`src/rtl/fp_sqrt_pkg.sv`:
```
// Shared types and constants for the iterative square-root core.
// Holds the FSM state encoding, format helpers and the canonical quiet-NaN builder.
package fp_sqrt_pkg;

   typedef enum logic [2:0] {IDLE, LOAD, CALC, ROUND, DONE} state_t;

   function automatic int bias(input int exp_w);
      return (1 << (exp_w - 1)) - 1;
   endfunction

   function automatic int width(input int exp_w, input int mant_w);
      return 1 + exp_w + mant_w;
   endfunction

   // Sign, all-ones exponent and mantissa MSB set; caller truncates to the format width.
   function automatic logic [63:0] qnan_const(input int exp_w, input int mant_w);
      logic [63:0] ones;
      ones = '1;
      return (ones >> (64 - (exp_w + 2))) << (mant_w - 1);
   endfunction

endpackage

```
`src/rtl/fp_sqrt_lzc.sv`:
```
// Leading-zero count and left-normalisation of a denormal significand.
// Purely combinational; an all-zero input reports WIDTH and normalises to zero.
module fp_sqrt_lzc #(
   parameter int WIDTH = 11
) (
   input  logic [WIDTH-1:0]             din,
   output logic [$clog2(WIDTH+1)-1:0]   lz,
   output logic [WIDTH-1:0]             norm
);

   localparam int LZ_W = $clog2(WIDTH + 1);

   // Scanning upward lets the highest set bit win.
   always_comb begin
      lz = LZ_W'(WIDTH);
      for (int i = 0; i < WIDTH; i++) begin
         if (din[i]) lz = LZ_W'(WIDTH - 1 - i);
      end
   end

   assign norm = din << lz;

endmodule

```
`src/rtl/fp_sqrt_iter.sv`:
```
// Iterative IEEE-754-style square root, one root bit per cycle, valid/ready on both sides.
// Define FP_SQRT_RNE_EN for round-to-nearest-even; otherwise the result is truncated.
module fp_sqrt_iter
   import fp_sqrt_pkg::*;
#(
   parameter int EXP_W  = 5,
   parameter int MANT_W = 10
) (
   input  logic                      CLK,
   input  logic                      RST,
   input  logic [EXP_W+MANT_W:0]     IN_DATA,
   input  logic                      IN_VALID,
   output logic                      IN_READY,
   output logic [EXP_W+MANT_W:0]     OUT_DATA,
   output logic                      OUT_VALID,
   input  logic                      OUT_READY,
   output logic                      IS_NAN,
   output logic                      IS_PINF,
   output logic                      IS_NINF
);

   localparam int W     = width(EXP_W, MANT_W);
   localparam int BIAS  = bias(EXP_W);
   localparam int SW    = MANT_W + 1;
   localparam int RW    = MANT_W + 2;
   localparam int REM_W = MANT_W + 4;
   localparam int LZ_W  = $clog2(SW + 1);
   localparam int EW    = EXP_W + LZ_W + 2;
   localparam int CNT_W = $clog2(RW);
   localparam logic [W-1:0]     QNAN = W'(qnan_const(EXP_W, MANT_W));
   localparam logic [CNT_W-1:0] LAST = CNT_W'(RW - 1);

   function automatic logic [W-1:0] round_result(input logic [EXP_W-1:0]  ex,
                                                 input logic [MANT_W-1:0] mant,
                                                 input logic              inc);
      logic [MANT_W:0] sum;
      sum = {1'b0, mant} + {{MANT_W{1'b0}}, inc};
      return {1'b0, ex + {{(EXP_W-1){1'b0}}, sum[MANT_W]}, sum[MANT_W-1:0]};
   endfunction

   state_t state, state_nxt;
   logic [CNT_W-1:0] iter_cnt;

   logic [W-1:0]       op_p0;
   logic [2*RW-1:0]    rad_p1;
   logic [REM_W-1:0]   rem_p1;
   logic [RW-1:0]      root_p1;
   logic [EXP_W-1:0]   exp_p1;

   logic               op_sign;
   logic [EXP_W-1:0]   op_exp;
   logic [MANT_W-1:0]  op_mant;
   logic               exp_max, exp_zero, mant_zero, special;
   logic [W-1:0]       spec_data;
   logic               spec_nan, spec_pinf;
   logic [LZ_W-1:0]    lz;
   logic [SW-1:0]      den_sig, sig_p0;
   logic [RW-1:0]      rad_p0;
   logic signed [EW-1:0] e_p0, half_p0;
   logic [EXP_W-1:0]   res_exp_p0;
   logic [REM_W+1:0]   rem_sh, trial, diff;
   logic               take, rnd_inc;

   assign op_sign = op_p0[W-1];
   assign op_exp  = op_p0[W-2:MANT_W];
   assign op_mant = op_p0[MANT_W-1:0];

   assign exp_max   = &op_exp;
   assign exp_zero  = ~|op_exp;
   assign mant_zero = ~|op_mant;
   assign special   = (exp_zero & mant_zero) | exp_max | op_sign;

   // NaN check precedes the sign check so negative NaNs keep their payload.
   always_comb begin
      spec_data = op_p0;
      spec_nan  = 1'b0;
      spec_pinf = 1'b0;
      if (exp_max && !mant_zero) begin
         spec_data = op_p0 | (W'(1) << (MANT_W - 1));
         spec_nan  = 1'b1;
      end else if (exp_zero && mant_zero) begin
         spec_data = op_p0;
      end else if (op_sign) begin
         spec_data = QNAN;
         spec_nan  = 1'b1;
      end else begin
         spec_pinf = 1'b1;
      end
   end

   fp_sqrt_lzc #(.WIDTH(SW)) u_lzc (
      .din  ({1'b0, op_mant}),
      .lz   (lz),
      .norm (den_sig)
   );

   // An odd exponent is folded into the radicand so the halved exponent is exact.
   always_comb begin
      if (exp_zero) e_p0 = EW'(1 - BIAS) - EW'(lz);
      else          e_p0 = EW'(op_exp) - EW'(BIAS);
      half_p0    = e_p0 >>> 1;
      res_exp_p0 = EXP_W'(half_p0 + EW'(BIAS));
      sig_p0     = exp_zero ? den_sig : {1'b1, op_mant};
      rad_p0     = e_p0[0] ? {sig_p0, 1'b0} : {1'b0, sig_p0};
   end

   always_comb begin
      rem_sh = {rem_p1, rad_p1[2*RW-1 -: 2]};
      trial  = (REM_W+2)'({root_p1, 2'b01});
      take   = (rem_sh >= trial);
      diff   = rem_sh - trial;
   end

`ifdef FP_SQRT_RNE_EN
   assign rnd_inc = root_p1[0] & ((|rem_p1) | root_p1[1]);
`else
   assign rnd_inc = 1'b0;
`endif

   always_comb begin
      state_nxt = state;
      case (state)
         IDLE:    if (IN_VALID) state_nxt = LOAD;
         LOAD:    state_nxt = special ? DONE : CALC;
         CALC:    if (iter_cnt == LAST) state_nxt = ROUND;
         ROUND:   state_nxt = DONE;
         DONE:    if (OUT_READY) state_nxt = IDLE;
         default: state_nxt = IDLE;
      endcase
   end

   always_ff @(posedge CLK or posedge RST) begin
      if (RST) begin
         state    <= IDLE;
         iter_cnt <= '0;
      end else begin
         state <= state_nxt;
         if (state == LOAD)      iter_cnt <= '0;
         else if (state == CALC) iter_cnt <= iter_cnt + 1'b1;
      end
   end

   // p0: operand capture; p1: radicand, partial remainder and root
   always_ff @(posedge CLK) begin
      if (state == IDLE && IN_VALID) op_p0 <= IN_DATA;
      if (state == LOAD) begin
         rad_p1  <= {rad_p0, {RW{1'b0}}};
         rem_p1  <= '0;
         root_p1 <= '0;
         exp_p1  <= res_exp_p0;
      end else if (state == CALC) begin
         rad_p1  <= rad_p1 << 2;
         rem_p1  <= take ? diff[REM_W-1:0] : rem_sh[REM_W-1:0];
         root_p1 <= {root_p1[RW-2:0], take};
      end
   end

   always_ff @(posedge CLK or posedge RST) begin
      if (RST) begin
         OUT_DATA <= '0;
         IS_NAN   <= 1'b0;
         IS_PINF  <= 1'b0;
      end else if (state == LOAD && special) begin
         OUT_DATA <= spec_data;
         IS_NAN   <= spec_nan;
         IS_PINF  <= spec_pinf;
      end else if (state == ROUND) begin
         OUT_DATA <= round_result(exp_p1, root_p1[MANT_W:1], rnd_inc);
         IS_NAN   <= 1'b0;
         IS_PINF  <= 1'b0;
      end
   end

   assign IN_READY  = (state == IDLE);
   assign OUT_VALID = (state == DONE);
   assign IS_NINF   = 1'b0;

endmodule

```
`config.mk`:
```
export PLATFORM = sky130hd
export DESIGN_NAME = fp_sqrt_iter
export DESIGN_NICKNAME = d
export VERILOG_FILES = /design/src/rtl/fp_sqrt_pkg.sv /design/src/rtl/fp_sqrt_lzc.sv /design/src/rtl/fp_sqrt_iter.sv
export SDC_FILE = /design/constraint.sdc
export NUM_CORES = 1
export LEC_CHECK = 0
export ABC_AREA = 1
export BUFFER_PORTS_ARGS = -buffer_cell sky130_fd_sc_hd__buf_2
export CAP_MARGIN = 20
export CORE_ASPECT_RATIO = 1.5
export CORE_UTILIZATION = 40
export DETAILED_ROUTE_END_ITERATION = 7
export GPL_TIMING_DRIVEN = 0
export PLACE_DENSITY_LB_ADDON = 0.25
export RECOVER_POWER = 100
export SETUP_SLACK_MARGIN = 0.05
export SLEW_MARGIN = 20
export SYNTH_ARGS = -nofsm -noshare
export SYNTH_HDL_FRONTEND = slang
export SYNTH_SLANG_ARGS = --single-unit
export TNS_END_PERCENT = 100
```
`constraint.sdc`:
```
create_clock -name CLK -period 2.8 [get_ports CLK]
set_clock_uncertainty 0.2 [all_clocks]
set_input_delay 0.28 -clock CLK [delete_from_list [all_inputs] [get_ports CLK]]
set_output_delay 0.28 -clock CLK [all_outputs]
set_load 0.01 [all_outputs]
```
==> results.toml <==
[status]
status = "completed"

[global_routing]
grt_use_total_pct = 20.5
grt_max_degree = 26
grt_pass1_wl_mm = 19.7
antenna_found_initial = 0
grt-ovfl-total = 0
grt_pass1_vias = 4143

[die]
initial_utilization_pct = 41.5
die-area_mm2 = 0.0125
die_h_um = 136
io_pins = 41
core_area_mm2 = 0.0116
placementRows = 48
die_w_um = 91.5

[critical_path]
required_ns = 2.83
crit_chain = "inv_1, nor3_1, clkinv_1, nand2_2, inv_1, clkbuf_1, nand2_1, nand2_1"
crit_fanout = 10
arrival_ns = 2.72
slowest_delay_ns = 0.50
crit_path_end_kind = "flop"
worst-setup-path-type = "flop to flop"
start_kind = "flop"
r2r_cells = 8
crit_slowest_cell = "nor3_1"

[logic_synthesis]
synth-async-reset-ratio_pct = 29.8
ys_ff_latch = 84
synth_ff_type = "edfxtp_1"
ys_types = 52
synth.net_count = 621
synth_area_per_cell_um2 = 8.28
synth_warnings = 0
synth_area_mm2 = 0.00481
synth_edf_count = 33
yosysSeqAreaShare_pct = 44.4
syn_inst = 581

[final_layout]
area_delta_synth_final_pct = 18.7
design_area_mm2 = 0.00571
diodes = 0
layout_commonest_cell = "nand2_1"
nets = 699
final_cell_mix = "nand2_1, inv_1, nand3_1"
fillers = 1126
post-route-util_pct = 49.3
drive_gt1_share_pct = 14.5

[routing]
drt-total-wl_mm = 12.3
drt_iter0_drc = 147
ant_nets = 0
vias = 4241
routed_via_density = 5.21
dr.pass1.iters = 4
drcViolationCount = 0
wl_per_cell_um = 15.1

[clocking]
h-tree-depth = 3
cts.sink_count = 84
cts_made_buffers = 9
cts_tree = "done"
clock_path_buffers = 2
clk_pin_slew_worst_paths_ns = 0.06
clk_latency_ns = 0.34
clock-root-buffer = "clkbuf_16"

[placed_design]
gp_congestion = 0.954
detailed_place.area_mm2 = 0.00520
io_buffers = 39
dp_hpwl_mm = 9.14

[timing]
post-route-period-util_pct = 96.3
holdWs_ns = 0.0256
final-hold-violation-count = 0
worstMarginPinSlew_ns = 1.01
max_slew_margin_pct = 32.0
final-setup-viol-count = 0
slew_viol_final = 0
max_freq_ghz = 0.371
period_needed_ns = 2.70
grt_setup_unrepaired = "true"

[job]
drv_cap = 0

[pwr]
power.leakage_nw = 2.60
pwr_density_cell_mw_per_mm2 = 1130
ir_drop_v = 0.000418

[hold_path]
min_path_cells = 3
hold_class = "primary input to flop"
[synthesized netlist by cell type, drive strengths merged (3+ instances only)]
library cell | n | share of area [%]
nand2 | 172 | 15
inv | 70 | 5.6
nand3 | 47 | 5.4
o21ai | 36 | 3.9
edfxtp | 33 | 21
nor2 | 32 | 3.2
a21oi | 31 | 3.5
dfxtp | 26 | 11
dfrtp | 25 | 13
ha | 20 | 5.2
o22ai | 16 | 2.1
buf | 10 | 1.7
o221ai | 8 | 1.7
xnor2 | 8 | 1.5
nor3 | 6 | 1.2
xor2 | 6 | 1.1
clkbuf | 5 | 0.39
clkinv | 4 | 0.44
o31ai | 4 | 0.62
nand4 | 3 | 0.39
o211ai | 3 | 0.47
[sequential cells by signal (all words and copies together), names as in the netlist]
| signal | cells |
|---|---|
| iter_cnt | 4 |
| state | 3 |
| rad_p1 | 12 |
| op_p0 | 16 |
| OUT_DATA | 16 |
| exp_p1 | 5 |
| IS_PINF | 1 |
| IS_NAN | 1 |
| rem_p1 | 14 |
| root_p1 | 12 |
[final cells by class]
type                       instances  area, um2  area share, %
timing repair buffer              68        427           7.47
buffer                            14       88.8           1.56
tap                              150        188           3.29
sequential                        84       2140           37.4
clock inverter                     7       65.1           1.14
multi-input combinational        408       2290           40.2
clock buffer                       9        225           3.94
inverter                          74        287           5.02
[critical path: cells and delay by family, from the launching register on]
kind                   cells  cell delay, ns
buffers and inverters      4            1.02
DFF                        1            0.40
and+or+nand+nor            4            0.96
[power breakdown]
group          switching (mW)  leakage (nW)  internal, mW
registers               0.282         0.842          1.81
clock network           0.494         0.137         0.686
logic                    2.07          1.62          1.14
total                    2.84          2.60          3.63
[final timing paths]
kind                       slack [ns]                        to                     from
setup / recovery                 0.10    rem_p1[8]$_SDFFE_PP0P_     state[0]$_DFFE_PP0P_
hold / removal                   0.03      state[0]$_DFFE_PP0P_                 IN_VALID
setup reg to reg                 0.10    rem_p1[8]$_SDFFE_PP0P_     state[0]$_DFFE_PP0P_
hold reg to reg                  0.27   rem_p1[13]$_SDFFE_PP0P_  rem_p1[13]$_SDFFE_PP0P_
max in group asynchronous        1.58       IS_PINF$_DFFE_PP0N_                      RST
min in group asynchronous        0.38  OUT_DATA[14]$_DFFE_PP0N_                      RST
[cells by family (layout without fill, tap and decap cells)]
logic type	after synthesis	in the layout	synth area share (%)
compound gates	108	108	14.1
xor+xnor	14	14	2.55
fa+ha+maj	20	20	5.20
buf+inv	89	172	8.06
flops	84	84	44.4
other cells	1	1	0.0780
simple gates	265	265	25.6
[stage by stage]
step | worst slack (ns) | power (mW) | cells | setup TNS, ns
detailed placement | 0.0519 | 5.35 | 771 | 0
finish | 0.104 | 6.48 | 814 | 0
global placement | -0.169 | 5.27 | 770 | -2.68
global route | -0.0273 | 6.98 | 814 | -0.0273
floorplan | 0.426 | 4.44 | 581 | 0
CTS | 0.0620 | 6.56 | 805 | 0
[layer usage]
layer  wire length (um)  vias to the layer above  track usage, %
li1                   -                     2107               -
met1               5110                     2018            22.5
met2               6470                       92            38.4
met3                341                       24            3.02
met4                352                        0            9.88
met5                  0                        -               0
[timing repair]
| action | CTS | global route |
|---|---|---|
| pin swaps | 1 | 2 |
| buffers inserted | 1 | 9 |
| endpoints found under the hold margin | 42 | 0 |
| hold buffers | 18 | 0 |
| setup endpoints to repair | 14 | 34 |
| resized for setup | 1 | 9 |
No activity file was read; power rests on OpenSTA's default activity.
